<file path="src/rtl/ahb_arb_pkg.sv">
// Shared types and constants for the AHB round-robin arbiter.
// Split support is compiled in with the AHB_ARB_SPLIT_EN macro.
package ahb_arb_pkg;
  localparam int MAX_MASTERS = 16;

  typedef enum logic [1:0] {
    PARK   = 2'd0,
    GRANT  = 2'd1,
    LOCKED = 2'd2
  } arb_state_t;

  localparam logic [1:0] HRESP_OKAY  = 2'b00;
  localparam logic [1:0] HRESP_ERROR = 2'b01;
  localparam logic [1:0] HRESP_RETRY = 2'b10;
  localparam logic [1:0] HRESP_SPLIT = 2'b11;
endpackage

</file>
<file path="src/rtl/ahb_rr_pick.sv">
// Rotating-priority search: first set request bit above ptr, wrapping around.
module ahb_rr_pick
  import ahb_arb_pkg::*;
#(
  parameter int N  = 4,
  parameter int IW = $clog2(N)
) (
  input  logic [N-1:0]  req,
  input  logic [IW-1:0] ptr,
  output logic          vld,
  output logic [IW-1:0] idx
);
  logic [IW-1:0] j;

  // Walk offsets from farthest to nearest so the nearest hit is written last.
  always_comb begin
    vld = 1'b0;
    idx = '0;
    j   = '0;
    for (int k = N; k >= 1; k--) begin
      j = IW'((int'(ptr) + k) % N);
      if (req[j]) begin
        vld = 1'b1;
        idx = j;
      end
    end
  end
endmodule

</file>
<file path="src/rtl/ahb_rr_arbiter.sv">
// AHB round-robin bus arbiter with locked-transfer hold and default-master parking.
// Define AHB_ARB_SPLIT_EN to compile in SPLIT masking of masters.
module ahb_rr_arbiter
  import ahb_arb_pkg::*;
#(
  parameter int NUM_MASTERS    = 4,
  parameter int DEFAULT_MASTER = 0
) (
  input  logic                           HCLK,
  input  logic                           HRESET,
  input  logic [NUM_MASTERS-1:0]         HBUSREQx,
  input  logic [NUM_MASTERS-1:0]         HLOCKx,
  input  logic [NUM_MASTERS-1:0]         HSPLIT,
  input  logic [1:0]                     HRESP,
  input  logic                           HREADY,
  output logic [NUM_MASTERS-1:0]         HGRANTx,
  output logic [$clog2(NUM_MASTERS)-1:0] HMASTER,
  output logic                           HMASTLOCK
);
  localparam int IW = $clog2(NUM_MASTERS);
  localparam logic [IW-1:0] DEF = IW'(DEFAULT_MASTER);
  localparam logic [NUM_MASTERS-1:0] ONE = {{(NUM_MASTERS-1){1'b0}}, 1'b1};

  arb_state_t             state;
  logic [IW-1:0]          owner, rr_ptr, pick_idx;
  logic [NUM_MASTERS-1:0] split_mask, eligible;
  logic                   pick_vld;

  assign eligible = HBUSREQx & ~split_mask;

  ahb_rr_pick #(.N(NUM_MASTERS), .IW(IW)) u_pick (
    .req (eligible),
    .ptr (rr_ptr),
    .vld (pick_vld),
    .idx (pick_idx)
  );

`ifdef AHB_ARB_SPLIT_EN
  // Set is applied after clear so a same-edge collision leaves the bit set.
  always_ff @(posedge HCLK or posedge HRESET) begin
    if (HRESET) begin
      split_mask <= '0;
    end else begin
      split_mask <= split_mask & ~HSPLIT;
      if (HRESP == HRESP_SPLIT && !HREADY) split_mask[HMASTER] <= 1'b1;
    end
  end
`else
  logic unused_split;
  assign unused_split = ^{HSPLIT, HRESP};
  assign split_mask   = '0;
`endif

  always_ff @(posedge HCLK or posedge HRESET) begin
    if (HRESET) begin
      state     <= PARK;
      owner     <= DEF;
      rr_ptr    <= DEF;
      HGRANTx   <= ONE << DEFAULT_MASTER;
      HMASTER   <= DEF;
      HMASTLOCK <= 1'b0;
    end else if (HREADY) begin
      HMASTER   <= owner;
      HMASTLOCK <= (state == LOCKED);
      if (state == LOCKED && HLOCKx[owner] && !split_mask[owner]) begin
        state <= LOCKED;
      end else if (eligible[owner] && HLOCKx[owner]) begin
        state <= LOCKED;
      end else if (pick_vld) begin
        state   <= GRANT;
        owner   <= pick_idx;
        rr_ptr  <= pick_idx;
        HGRANTx <= ONE << pick_idx;
      end else begin
        // Park keeps the pointer so rotation resumes where it left off.
        state   <= PARK;
        owner   <= DEF;
        HGRANTx <= ONE << DEFAULT_MASTER;
      end
    end
  end
endmodule

</file>
<file path="config.mk">
export PLATFORM = sky130hd
export DESIGN_NAME = ahb_rr_arbiter
export DESIGN_NICKNAME = d
export VERILOG_FILES = /design/src/rtl/ahb_arb_pkg.sv /design/src/rtl/ahb_rr_pick.sv /design/src/rtl/ahb_rr_arbiter.sv
export SDC_FILE = /design/constraint.sdc
export NUM_CORES = 1
export LEC_CHECK = 0
export ABC_AREA = 1
export CELL_PAD_IN_SITES_DETAIL_PLACEMENT = 0
export CELL_PAD_IN_SITES_GLOBAL_PLACEMENT = 1
export CORE_AREA = 2 2 41 71
export CTS_BUF_LIST = sky130_fd_sc_hd__clkbuf_8
export DETAILED_ROUTE_END_ITERATION = 16
export DIE_AREA = 0 0 43 73
export GPL_ROUTABILITY_DRIVEN = 0
export GPL_TIMING_DRIVEN = 0
export HOLD_SLACK_MARGIN = 0.12
export PLACE_DENSITY = 0.83
export SYNTH_ARGS = -nofsm -noshare
export SYNTH_HDL_FRONTEND = slang
export SYNTH_HIERARCHICAL = 1
export SYNTH_SLANG_ARGS = --single-unit
</file>
<file path="constraint.sdc">
create_clock -name HCLK -period 2.9 [get_ports HCLK]
set_clock_uncertainty 0.15 [all_clocks]
set_input_delay 0.435 -clock HCLK [delete_from_list [all_inputs] [get_ports HCLK]]
set_output_delay 0.435 -clock HCLK [all_outputs]
set_load 0.05 [all_outputs]
</file>
# After elaboration in Yosys (flattened, before gate mapping)
# Index checks and enable logic that the tools add are counted.
[classes] n_mux=27 add_sub_neg=4 bitwise_logic=2 n_shift=1 eq_ne=1 magnitude_cmp=5 reduce_logical=6
[ops] operator="< comparator 2 x 3 -> 1 bit, second input constant" count=5
[ops] operator="binary-select mux 1 bit (select 2 bit)" count=7
[ops] operator="two-way mux 2 bit" count=7
[ops] operator="two-way mux 1 bit" count=12
[ops] operator="adder 2 x 1 -> 2 bit, second input constant" count=2
[ops] operator="adder 2 bit, second input constant" count=2
[ops] operator="two-way mux 4 bit" count=1
[ops] operator="AND reduction 4 bit" count=1
[ops] operator="left shift 1 x 2 -> 4 bit, first input constant" count=1
[ops] operator="logical AND 1 bit" count=3
[ops] operator="AND reduction 3 bit" count=1
[ops] operator="equality test 2 bit, second input constant" count=1
[ops] operator="inverter 1 bit" count=2
[ops] operator="zero test 1 bit" count=1
[word_totals] inputBits=17 wordCells=52 regBits=13 out_inout_bits=7

# Depth between registers and ports, before layout
# Gate-level depths: netlist (run 1).
[depth] word_depth=10 depth_mapped=15 ltp_nobuf=14

# Cells and area by module
# The synthesis (run 1) kept the hierarchy.
[by_module_without_submodules] mod="ahb_rr_arbiter" n_inst=1 area_each_um2=628.1 seq_area_each_um2=326.6 cells_per_inst=82
[by_module_without_submodules] mod="ahb_rr_pick" n_inst=1 area_each_um2=246.5 seq_area_each_um2=0.0 cells_per_inst=51

# Worst setup path after synthesis (run 1)
# OpenSTA, ideal clock, no wires.
[synth_timing] path_type="reg-to-reg" startpoint="register rr_ptr[0]" endpoint="register HGRANTx[0]" path_stages_with_launch=14 period_less_slack_ns=1.551 t_required_ns=2.689 n_path_buf=1 setup_time_ns=0.061 t_arrival_ns=1.340 setup_slack_ns=1.349 cell_sequence="dfrtp_1 -> buf_6 -> inv_6 -> nand2_2 -> and2_4 -> nor2_2 -> nor2_1 -> nand3_1 -> nand2_1 -> nand2_1 -> inv_1 -> nor2_1 -> nand3_1 -> nand2_1"
[synth_via] elab_chain_cells=9 elab_cells_between_ends=22 classes_between="add/sub (4); shift (1); mux (17)"
[synth_lines] element="from (decl)" line="ahb_rr_arbiter.sv:25" source="logic [IW-1:0] owner, rr_ptr, pick_idx;"
[synth_lines] element="from (signal assigned)" line="ahb_rr_arbiter.sv:72" source="rr_ptr <= pick_idx;"
[synth_lines] element="adder 2 x 1 -> 2 bit" line="ahb_rr_pick.sv:21" source="j = IW'((int'(ptr) + k) % N);"
[synth_lines] element="binary-select mux 1 bit (select 2 bit)" line="ahb_rr_pick.sv:22" source="if (req[j]) begin"
[synth_lines] element="two-way mux 1 bit (not written as such)" line="ahb_rr_pick.sv:22"
[synth_lines] element="two-way mux 2 bit (3 in a row)" line="ahb_rr_pick.sv:22"
[synth_lines] element="two-way mux 2 bit (*)" line="ahb_rr_pick.sv:22"
[synth_lines] element="net pick_idx[0]" line="ahb_rr_arbiter.sv:25"
[synth_lines] element="left shift 1 x 2 -> 4 bit (*)" line="ahb_rr_arbiter.sv:73" source="HGRANTx <= ONE << pick_idx;"
[synth_lines] element="two-way mux 4 bit (*)" line="ahb_rr_arbiter.sv:69" source="end else if (pick_vld) begin"
[synth_lines] element="to (signal assigned)" line="ahb_rr_arbiter.sv:59" source="HGRANTx <= ONE << DEFAULT_MASTER;"
[synth_lines] element="to (signal assigned)" line="ahb_rr_arbiter.sv:73"
[synth_lines] element="to (signal assigned)" line="ahb_rr_arbiter.sv:78" source="HGRANTx <= ONE << DEFAULT_MASTER;"
[synth_lines] element="to (decl)" line="ahb_rr_arbiter.sv:16" source="output logic [NUM_MASTERS-1:0] HGRANTx,"
# The timed path passes the listed nets; every way through them passes the cells marked *. The select of a mux whose other input is x is not followed.
# A chain may end at the register's enable or synchronous reset.

# Final worst setup path (run 1)
[layout_timing] startpoint="register HGRANTx[0]" endpoint="output HGRANTx[0]"
# No word-level cell between the ends.

==> metrics, run 1 <==
setup bufs post-CTS=0; Worst-path clk slew=0.05 ns; PnR worst setup slack=0.756 ns; pre-CTS WS=0.705 ns; CORE AREA=2630 um^2; crit path buf inv count=1; CP Launch Point=HGRANTx[0]$_DFFE_PP1P_; Post-synth EDFFs=0; Starting Density=33.3%; Fmax=466 MHz; area leader, netlist=dfrtp_1; H-Tree Depth=1; Vias=838; Worst-Margin Slew=0.501 ns; dpl hpwl=1470 um; top-area cell type share of the netlist area=34.3%; fin crit share=73.9%; largest net degree at the start of global routing=14; Die ar.=3140 um^2; vias in the first global route=853; hold path startpoint=HGRANTx[0]$_DFFE_PP1P_; antenna cells=0; Die H=73 um; WP data arrival=1.56 ns; CP Launch Type=flip-flop; Static Leak=0.617 nW; synth unique cells=18; count leader, synth=nand2_1; Mapped Cells=133; initial antenna violation count=0; Num CTS Buffers=3; Final min period=2.14 ns; top cells by count, synth=57 x nand2_1, 15 x inv_1, 12 x dfrtp_1, 12 x nand3_1, 10 x nand2_2; nets=171; YS warnings=6; Slew headroom=66.5%; slowest stage delay, CP=0.80 ns; CP max-delay cell=clkdlybuf4s50_1; Remaining Overflow, GRT=0; status=finished clean; crit path max fanout=2; Hold WS=0.311 ns; part of the Yosys area used for sequential elements=37.3%; clock root cell=clkbuf_8; Sink Count=13; Synth area leaders=dfrtp_1 34%, nand2_1 24%, nand2_2 7.2%; antenna-violating nets left=0; Pins Over Slew Limit=0; CP Class=flip-flop to output pin; # setup viols final=0; first-pass GRT wire length=3360 um; Detailed Routing Iterations Pass 1=4; Main synth FF type=dfrtp_1; Total GRT Usage=13.4%; Synth Register Bits=13; Hold Buf Count CTS=0; Mapped Avg Cell Area=6.58 um^2; Final Util=42.4%; Synth Cell Area=875 um^2; area grow syn2layout=27.5%; Max Cap Viol=0; CP delay by family, top=buffers and inverters; Clock Tree Buf Depth=2; RSZ-0062 raised after global routing=false; routed vias/inst=4.66; post-CTS resize count=0; Post-DP Area=1070 um^2; share of cells above drive strength 1=17.6%; I/O pin count=24; final WL=1850 um; asr flop ratio synth=100%; row count=25; CTS tree=done; crit-path cells=clkdlybuf4s50_1; IO Port Bufs=16; post-route cell area=1110 um^2; fill count=296; Setup crit end kind=output pin; initial DRC count=20; type of the worst min-delay path=flip-flop to flip-flop; Worst Path Required=2.32 ns; flop2flop setup slack=1.15 ns; reg-to-reg startpoint=rr_ptr[0]$_DFFE_PP0P_; DP Cell Count=176; Power Dens Cells=1160 nW/um^2; Fin. Hold Viols=0; setup TNS=0 ns; Power Total=1.30 mW; Clock Latency Late Sink=0.23 ns; Avg WL per Cell=10.3 um; Chip Width=43 um; drt drc=0; Max VDD drop=0.500 mV; Post-Syn Nets=150; Final Non-Filler Cells=180
-- worst reg2reg max path: cells and delay by family (launching register included) --
kind            cells  cell delay, ns
simple gates        9            0.74
compound gates      1            0.18
buf+inv             2            0.23
flops               1            0.38
-- path summary, 6_finish.rpt --
kind,cells past startpoint,end
max,1,HGRANTx[0]
min,2,HGRANTx[0]$_DFFE_PP1P_
max reg2reg,12,HGRANTx[3]$_DFFE_PP0P_
min reg2reg,2,HGRANTx[0]$_DFFE_PP1P_
max in group asynchronous,2,HGRANTx[0]$_DFFE_PP1P_
min in group asynchronous,2,HMASTER[1]$_DFFE_PP0P_
-- kinds of logic after synthesis --
| family | share of synthesized area, % |
|---|---|
| DFF | 37.3 |
| and+or+nand+nor | 45.8 |
| buffers and inverters | 10.6 |
| AOI/OAI and AO/OA | 6.29 |
-- state kept, by name (all words and copies together) (netlist names) --
register,count
HGRANTx,4
HMASTER,2
owner,2
rr_ptr,2
state,2
HMASTLOCK,1
-- area by class of cell --
class | instances | area, um^2 | share of cell area, %
tap | 27 | 33.8 | 3.03
inverter | 19 | 76.3 | 6.85
multi-input combinational | 99 | 455 | 40.9
clock buffer | 3 | 41.3 | 3.70
sequential | 13 | 327 | 29.3
clock inverter | 1 | 5.00 | 0.449
buffer | 2 | 16.3 | 1.46
timing repair buffer | 16 | 160 | 14.4
-- where the power goes --
part | switching [mW] | internal (mW)
logic | 0.537 | 0.286
registers | 0.0575 | 0.263
clock network | 0.0601 | 0.0946
total | 0.655 | 0.643
-- metal layers --
| layer | vias to the layer above | routed length, um | GRT usage, % |
|---|---|---|---|
| li1 | 442 | - | - |
| met1 | 385 | 821 | 15.8 |
| met2 | 9 | 961 | 23.4 |
| met3 | 2 | 52 | 1.98 |
| met4 | 0 | 10 | 6.06 |
| met5 | - | 0 | 0 |
-- cell usage in the layout, fill, tap and decap left out, types with 3 or more instances in the layout --
cell             instances
clkbuf_8                 3
clkdlybuf4s50_1         16
dfrtp_1                 12
inv_1                   15
inv_2                    3
nand2_1                 57
nand2_2                 10
nand3_1                 12
nor2_1                   7
o21ai_0                  5
(Power assumes the default switching activity.)
==> run 2, diff against run 1 <==
--- a/config.mk
+++ b/config.mk
@@ -8,14 +8,14 @@
 export ABC_AREA = 1
 export CELL_PAD_IN_SITES_DETAIL_PLACEMENT = 0
 export CELL_PAD_IN_SITES_GLOBAL_PLACEMENT = 1
-export CORE_AREA = 2 2 41 71
+export CORE_AREA = 2 2 42 73
 export CTS_BUF_LIST = sky130_fd_sc_hd__clkbuf_8
 export DETAILED_ROUTE_END_ITERATION = 16
-export DIE_AREA = 0 0 43 73
+export DIE_AREA = 0 0 44 75
 export GPL_ROUTABILITY_DRIVEN = 0
 export GPL_TIMING_DRIVEN = 0
 export HOLD_SLACK_MARGIN = 0.12
-export PLACE_DENSITY = 0.83
+export PLACE_DENSITY = 0.79
 export SYNTH_ARGS = -nofsm -noshare
 export SYNTH_HDL_FRONTEND = slang
 export SYNTH_HIERARCHICAL = 1
==> constraint.sdc (replaced) <==
create_clock -name HCLK -period 2.1 [get_ports HCLK]
set_clock_uncertainty 0.15 [all_clocks]
set_input_delay 0.315 -clock HCLK [delete_from_list [all_inputs] [get_ports HCLK]]
set_output_delay 0.315 -clock HCLK [all_outputs]
set_load 0.05 [all_outputs]
==> metrics, run 2 (same netlist as run 1, synthesis figures left out) <==
status=finished clean; initial antenna violation count=0; Max VDD drop=0.710 mV; # setup viols final=0; initial DRC count=20; Worst Path Required=1.63 ns; routed vias/inst=4.70; type of the worst min-delay path=input port to async pin; Die ar.=3300 um^2; largest net degree at the start of global routing=14; Static Leak=0.618 nW; I/O pin count=24; drt drc=0; Vias=846; crit path max fanout=2; Worst-path clk slew=0.05 ns; IO Port Bufs=16; most common cell after layout, fill and taps aside=nand2_1; Max Cap Viol=0; Fmax=492 MHz; Detailed Routing Iterations Pass 1=4; Power Total=1.81 mW; Die H=75 um; WP data arrival=1.57 ns; final WL=1900 um; RSZ-0062 raised after global routing=false; flop2flop setup slack=0.32 ns; Final min period=2.03 ns; Fin. Hold Viols=0; Most flops, register=HGRANTx; Starting Density=32.5%; Remaining Overflow, GRT=0; CP delay by family, top=buffers and inverters; antenna-violating nets left=0; Setup crit end kind=output pin; fin crit share=96.9%; Num CTS Buffers=3; clock root cell=clkbuf_8; CP max-delay cell=clkdlybuf4s50_1; row count=25; CTS tree=done; setup bufs post-CTS=0; most frequent cells in the layout=57 x nand2_1, 16 x inv_1, 16 x clkdlybuf4s50_1, 12 x dfrtp_1, 12 x nand3_1; crit path buf inv count=1; Hold Buf Count CTS=0; Worst-Margin Slew=0.498 ns; Hold WS=0.236 ns; H-Tree Depth=1; CORE AREA=2690 um^2; Final Util=41.4%; slowest stage delay, CP=0.80 ns; Sink Count=13; area grow syn2layout=27.3%; share of cells above drive strength 1=17.0%; Chip Width=44 um; R2R cell count=13; vias in the first global route=826; Avg WL per Cell=10.5 um; reg-to-reg startpoint=rr_ptr[0]$_DFFE_PP0P_; Clock Latency Late Sink=0.24 ns; crit-path cells=clkdlybuf4s50_1; post-CTS resize count=0; max reg flops=4; CP Launch Type=flip-flop; CP Class=flip-flop to output pin; RR Endpoint=HGRANTx[0]$_DFFE_PP1P_; Clock Tree Buf Depth=2; first-pass GRT wire length=3420 um; nets=171; Pins Over Slew Limit=0; antenna cells=0; Total GRT Usage=13.6%; Slew headroom=66.7%; Power Dens Cells=1620 nW/um^2; dpl hpwl=1470 um
==> run 2: cell types whose count changed in the layout (fill, tap and decap cells not counted), sizes merged <==
cell    delta
inv        +1
clkinv     -1
==> run 2: worst max-delay path by stage <==
stage,startpoint,end,cells past startpoint
after CTS,HGRANTx[0]$_DFFE_PP1P_,HGRANTx[0],1
after global routing,HGRANTx[0]$_DFFE_PP1P_,HGRANTx[0],1
after detailed placement,HBUSREQx[2],HGRANTx[0]$_DFFE_PP1P_,12
after floorplan,rr_ptr[0]$_DFFE_PP0P_,HGRANTx[0]$_DFFE_PP1P_,13
final,HGRANTx[0]$_DFFE_PP1P_,HGRANTx[0],1
after global placement,HBUSREQx[2],HGRANTx[0]$_DFFE_PP1P_,12
==> run 2: stage by stage <==
step	area, um^2	setup WS [ns]	instances	TNS, ns
2_1_floorplan	875	0.549	133	0
3_3_place_gp	1070	0.00476	176	0
3_5_place_dp	1070	-0.0274	176	-0.123
4_1_cts	1110	0.0659	180	0
5_1_grt	1110	0.0372	180	0
6_report	1110	0.0656	180	0
==> run 2: final cells by class <==
cell class	count	area, um^2
inverter	19	76.3
tap	27	33.8
buffer	2	16.3
timing repair buffer	16	160
clock buffer	3	41.3
fill	295	1580
multi-input combinational	99	455
sequential	13	327
clock inverter	1	3.75
==> run 2: where the power goes <==
group	total [mW]	internal, mW	switching, mW
clock	0.218	0.129	0.0889
sequential	0.444	0.364	0.0802
combinational	1.14	0.394	0.750
==> run 2: per-layer routing <==
layer | part of all wire [%] | routed length (um) | global-route usage, %
met5 | 0 | 0 | 0
met1 | 43 | 806 | 15.2
met4 | 3.1 | 58 | 7.41
met2 | 50 | 951 | 24.0
met3 | 4.2 | 79 | 1.92
==> run 3, diff against run 2 <==
--- a/config.mk
+++ b/config.mk
@@ -8,14 +8,15 @@
 export ABC_AREA = 1
 export CELL_PAD_IN_SITES_DETAIL_PLACEMENT = 0
 export CELL_PAD_IN_SITES_GLOBAL_PLACEMENT = 1
-export CORE_AREA = 2 2 42 73
+export CORE_AREA = 2 2 48 50
 export CTS_BUF_LIST = sky130_fd_sc_hd__clkbuf_8
 export DETAILED_ROUTE_END_ITERATION = 16
-export DIE_AREA = 0 0 44 75
+export DIE_AREA = 0 0 50 52
+export DONT_BUFFER_PORTS = 1
 export GPL_ROUTABILITY_DRIVEN = 0
 export GPL_TIMING_DRIVEN = 0
 export HOLD_SLACK_MARGIN = 0.12
-export PLACE_DENSITY = 0.79
+export PLACE_DENSITY = 0.78
 export SYNTH_ARGS = -nofsm -noshare
 export SYNTH_HDL_FRONTEND = slang
 export SYNTH_HIERARCHICAL = 1
==> metrics, run 3 (same netlist as run 1, synthesis figures left out) <==
status=finished clean; Vias=760; CTS tree=done; RSZ-0062 raised after global routing=false; row count=17; Power Dens Cells=1740 nW/um^2; Pins Over Slew Limit=0; WP data arrival=1.76 ns; H-Tree Depth=1; antenna-violating nets left=0; dpl hpwl=1380 um; Clock Latency Late Sink=0.24 ns; slowest stage delay, CP=0.39 ns; Worst Path Required=2.13 ns; Most flops, register=HGRANTx; Setup crit end kind=flip-flop; initial antenna violation count=0; CORE AREA=2110 um^2; crit-path cells=buf_6 -> inv_6 -> nand2_2 -> nand2_2 -> nand2_2 -> nand2_1 -> nand3_1 -> a21boi_1 -> nand2_1 -> inv_1 -> nand3_1 -> nand2_1; CP Class=flip-flop to flip-flop; most frequent cells in the layout=57 x nand2_1, 16 x inv_1, 12 x dfrtp_1, 12 x nand3_1, 10 x nand2_2; type of the worst min-delay path=input port to flip-flop; PnR worst setup slack=0.366 ns; CP delay by family, top=simple AND/OR/NAND/NOR gates; I/O pin count=24; Die H=52 um; largest net degree at the start of global routing=14; WHS Path Cells=3; Fin. Hold Viols=0; Slew headroom=66.6%; most common cell after layout, fill and taps aside=nand2_1; Die ar.=2600 um^2; area grow syn2layout=10.3%; CP max-delay cell=dfrtp_1; vias in the first global route=782; crit path buf inv count=3; Fmax=577 MHz; max reg flops=4; Sink Count=13; post-CTS resize count=0; CP Launch Type=flip-flop; Max VDD drop=0.589 mV; Chip Width=50 um; Worst-path clk slew=0.05 ns; antenna cells=0; Static Leak=0.562 nW; drt drc=0; clock root cell=clkbuf_8; Remaining Overflow, GRT=0; initial DRC count=12; Avg WL per Cell=10.6 um; share of cells above drive strength 1=18.8%; Clock Tree Buf Depth=2; Starting Density=41.5%; final WL=1760 um; crit path max fanout=10; R2R cell count=12; routed vias/inst=4.58; CP Depth=12; setup TNS=0 ns; Max Cap Viol=0; pre-CTS WS=0.356 ns; nets=156; Worst-Margin Slew=0.500 ns; first-pass GRT wire length=3140 um; Num CTS Buffers=3; IO Port Bufs=0; fin crit share=82.6%; Final min period=1.73 ns; # setup viols final=0; Detailed Routing Iterations Pass 1=4; Total GRT Usage=16.0%
==> run 3: cell type report <==
cell class              instances  area (um^2)
well taps                      28         35.0
clock inverters                 1         3.75
multi-input cells              99          455
flip-flops and latches         13          327
plain buffers                   2         16.3
inverters                      19         76.3
repair buffers                  1         10.0
clock buffers                   3         41.3
fillers                       228         1140
==> run 3: path summary, 6_finish.rpt <==
kind / startpoint / slack (ns) / endpoint
max: rr_ptr[0]$_DFFE_PP0P_ / 0.37 / rr_ptr[1]$_DFFE_PP0P_
min: HREADY / 0.24 / HGRANTx[0]$_DFFE_PP1P_
max reg2reg: rr_ptr[0]$_DFFE_PP0P_ / 0.37 / rr_ptr[1]$_DFFE_PP0P_
min reg2reg: rr_ptr[0]$_DFFE_PP0P_ / 0.35 / rr_ptr[0]$_DFFE_PP0P_
max in group asynchronous: HRESET / 1.05 / HGRANTx[0]$_DFFE_PP1P_
min in group asynchronous: HRESET / 0.39 / HMASTER[0]$_DFFE_PP0P_
==> run 3: per-layer routing <==
layer / vias to the layer above / global-route usage, % / wire, um
li1: 414 / - / -
met1: 336 / 16.8 / 757
met2: 8 / 30.3 / 958
met3: 2 / 1.15 / 26
met4: 0 / 11.1 / 22
met5: - / 0 / 0
==> run 3: power by group <==
group          switching [mW]  internal (mW)  total [mW]
Clock                  0.0845          0.129       0.213
Sequential              0.258          0.362       0.620
Combinational           0.535          0.306       0.840
Total                   0.877          0.797        1.67
==> run 3: through the flow <==
stage | hold slack, ns | cell area (um^2) | instances | util (%) | power [mW]
after global routing | 0.260 | 965 | 166 | 45.8 | 1.86
final | 0.244 | 965 | 166 | 45.8 | 1.67
after floorplan | 0.0412 | 875 | 133 | - | 1.32
after CTS | 0.238 | 965 | 166 | 45.8 | 1.70
after global placement | 0.0928 | 910 | 161 | 43.2 | 1.45
after detailed placement | 0.113 | 910 | 161 | 43.2 | 1.48
==> run 3: worst register-to-register path: cells and delay by family (launching register included) <==
family	cells	cell delay, ns
buffers and inverters	3	0.32
AOI/OAI and AO/OA	1	0.19
and+or+nand+nor	8	0.62
DFF	1	0.39
==> run 3: what timing repair did <==
action	in CTS	in global routing
hold endpoints to repair	12	0
hold buffers	1	0
buffers inserted	0	0
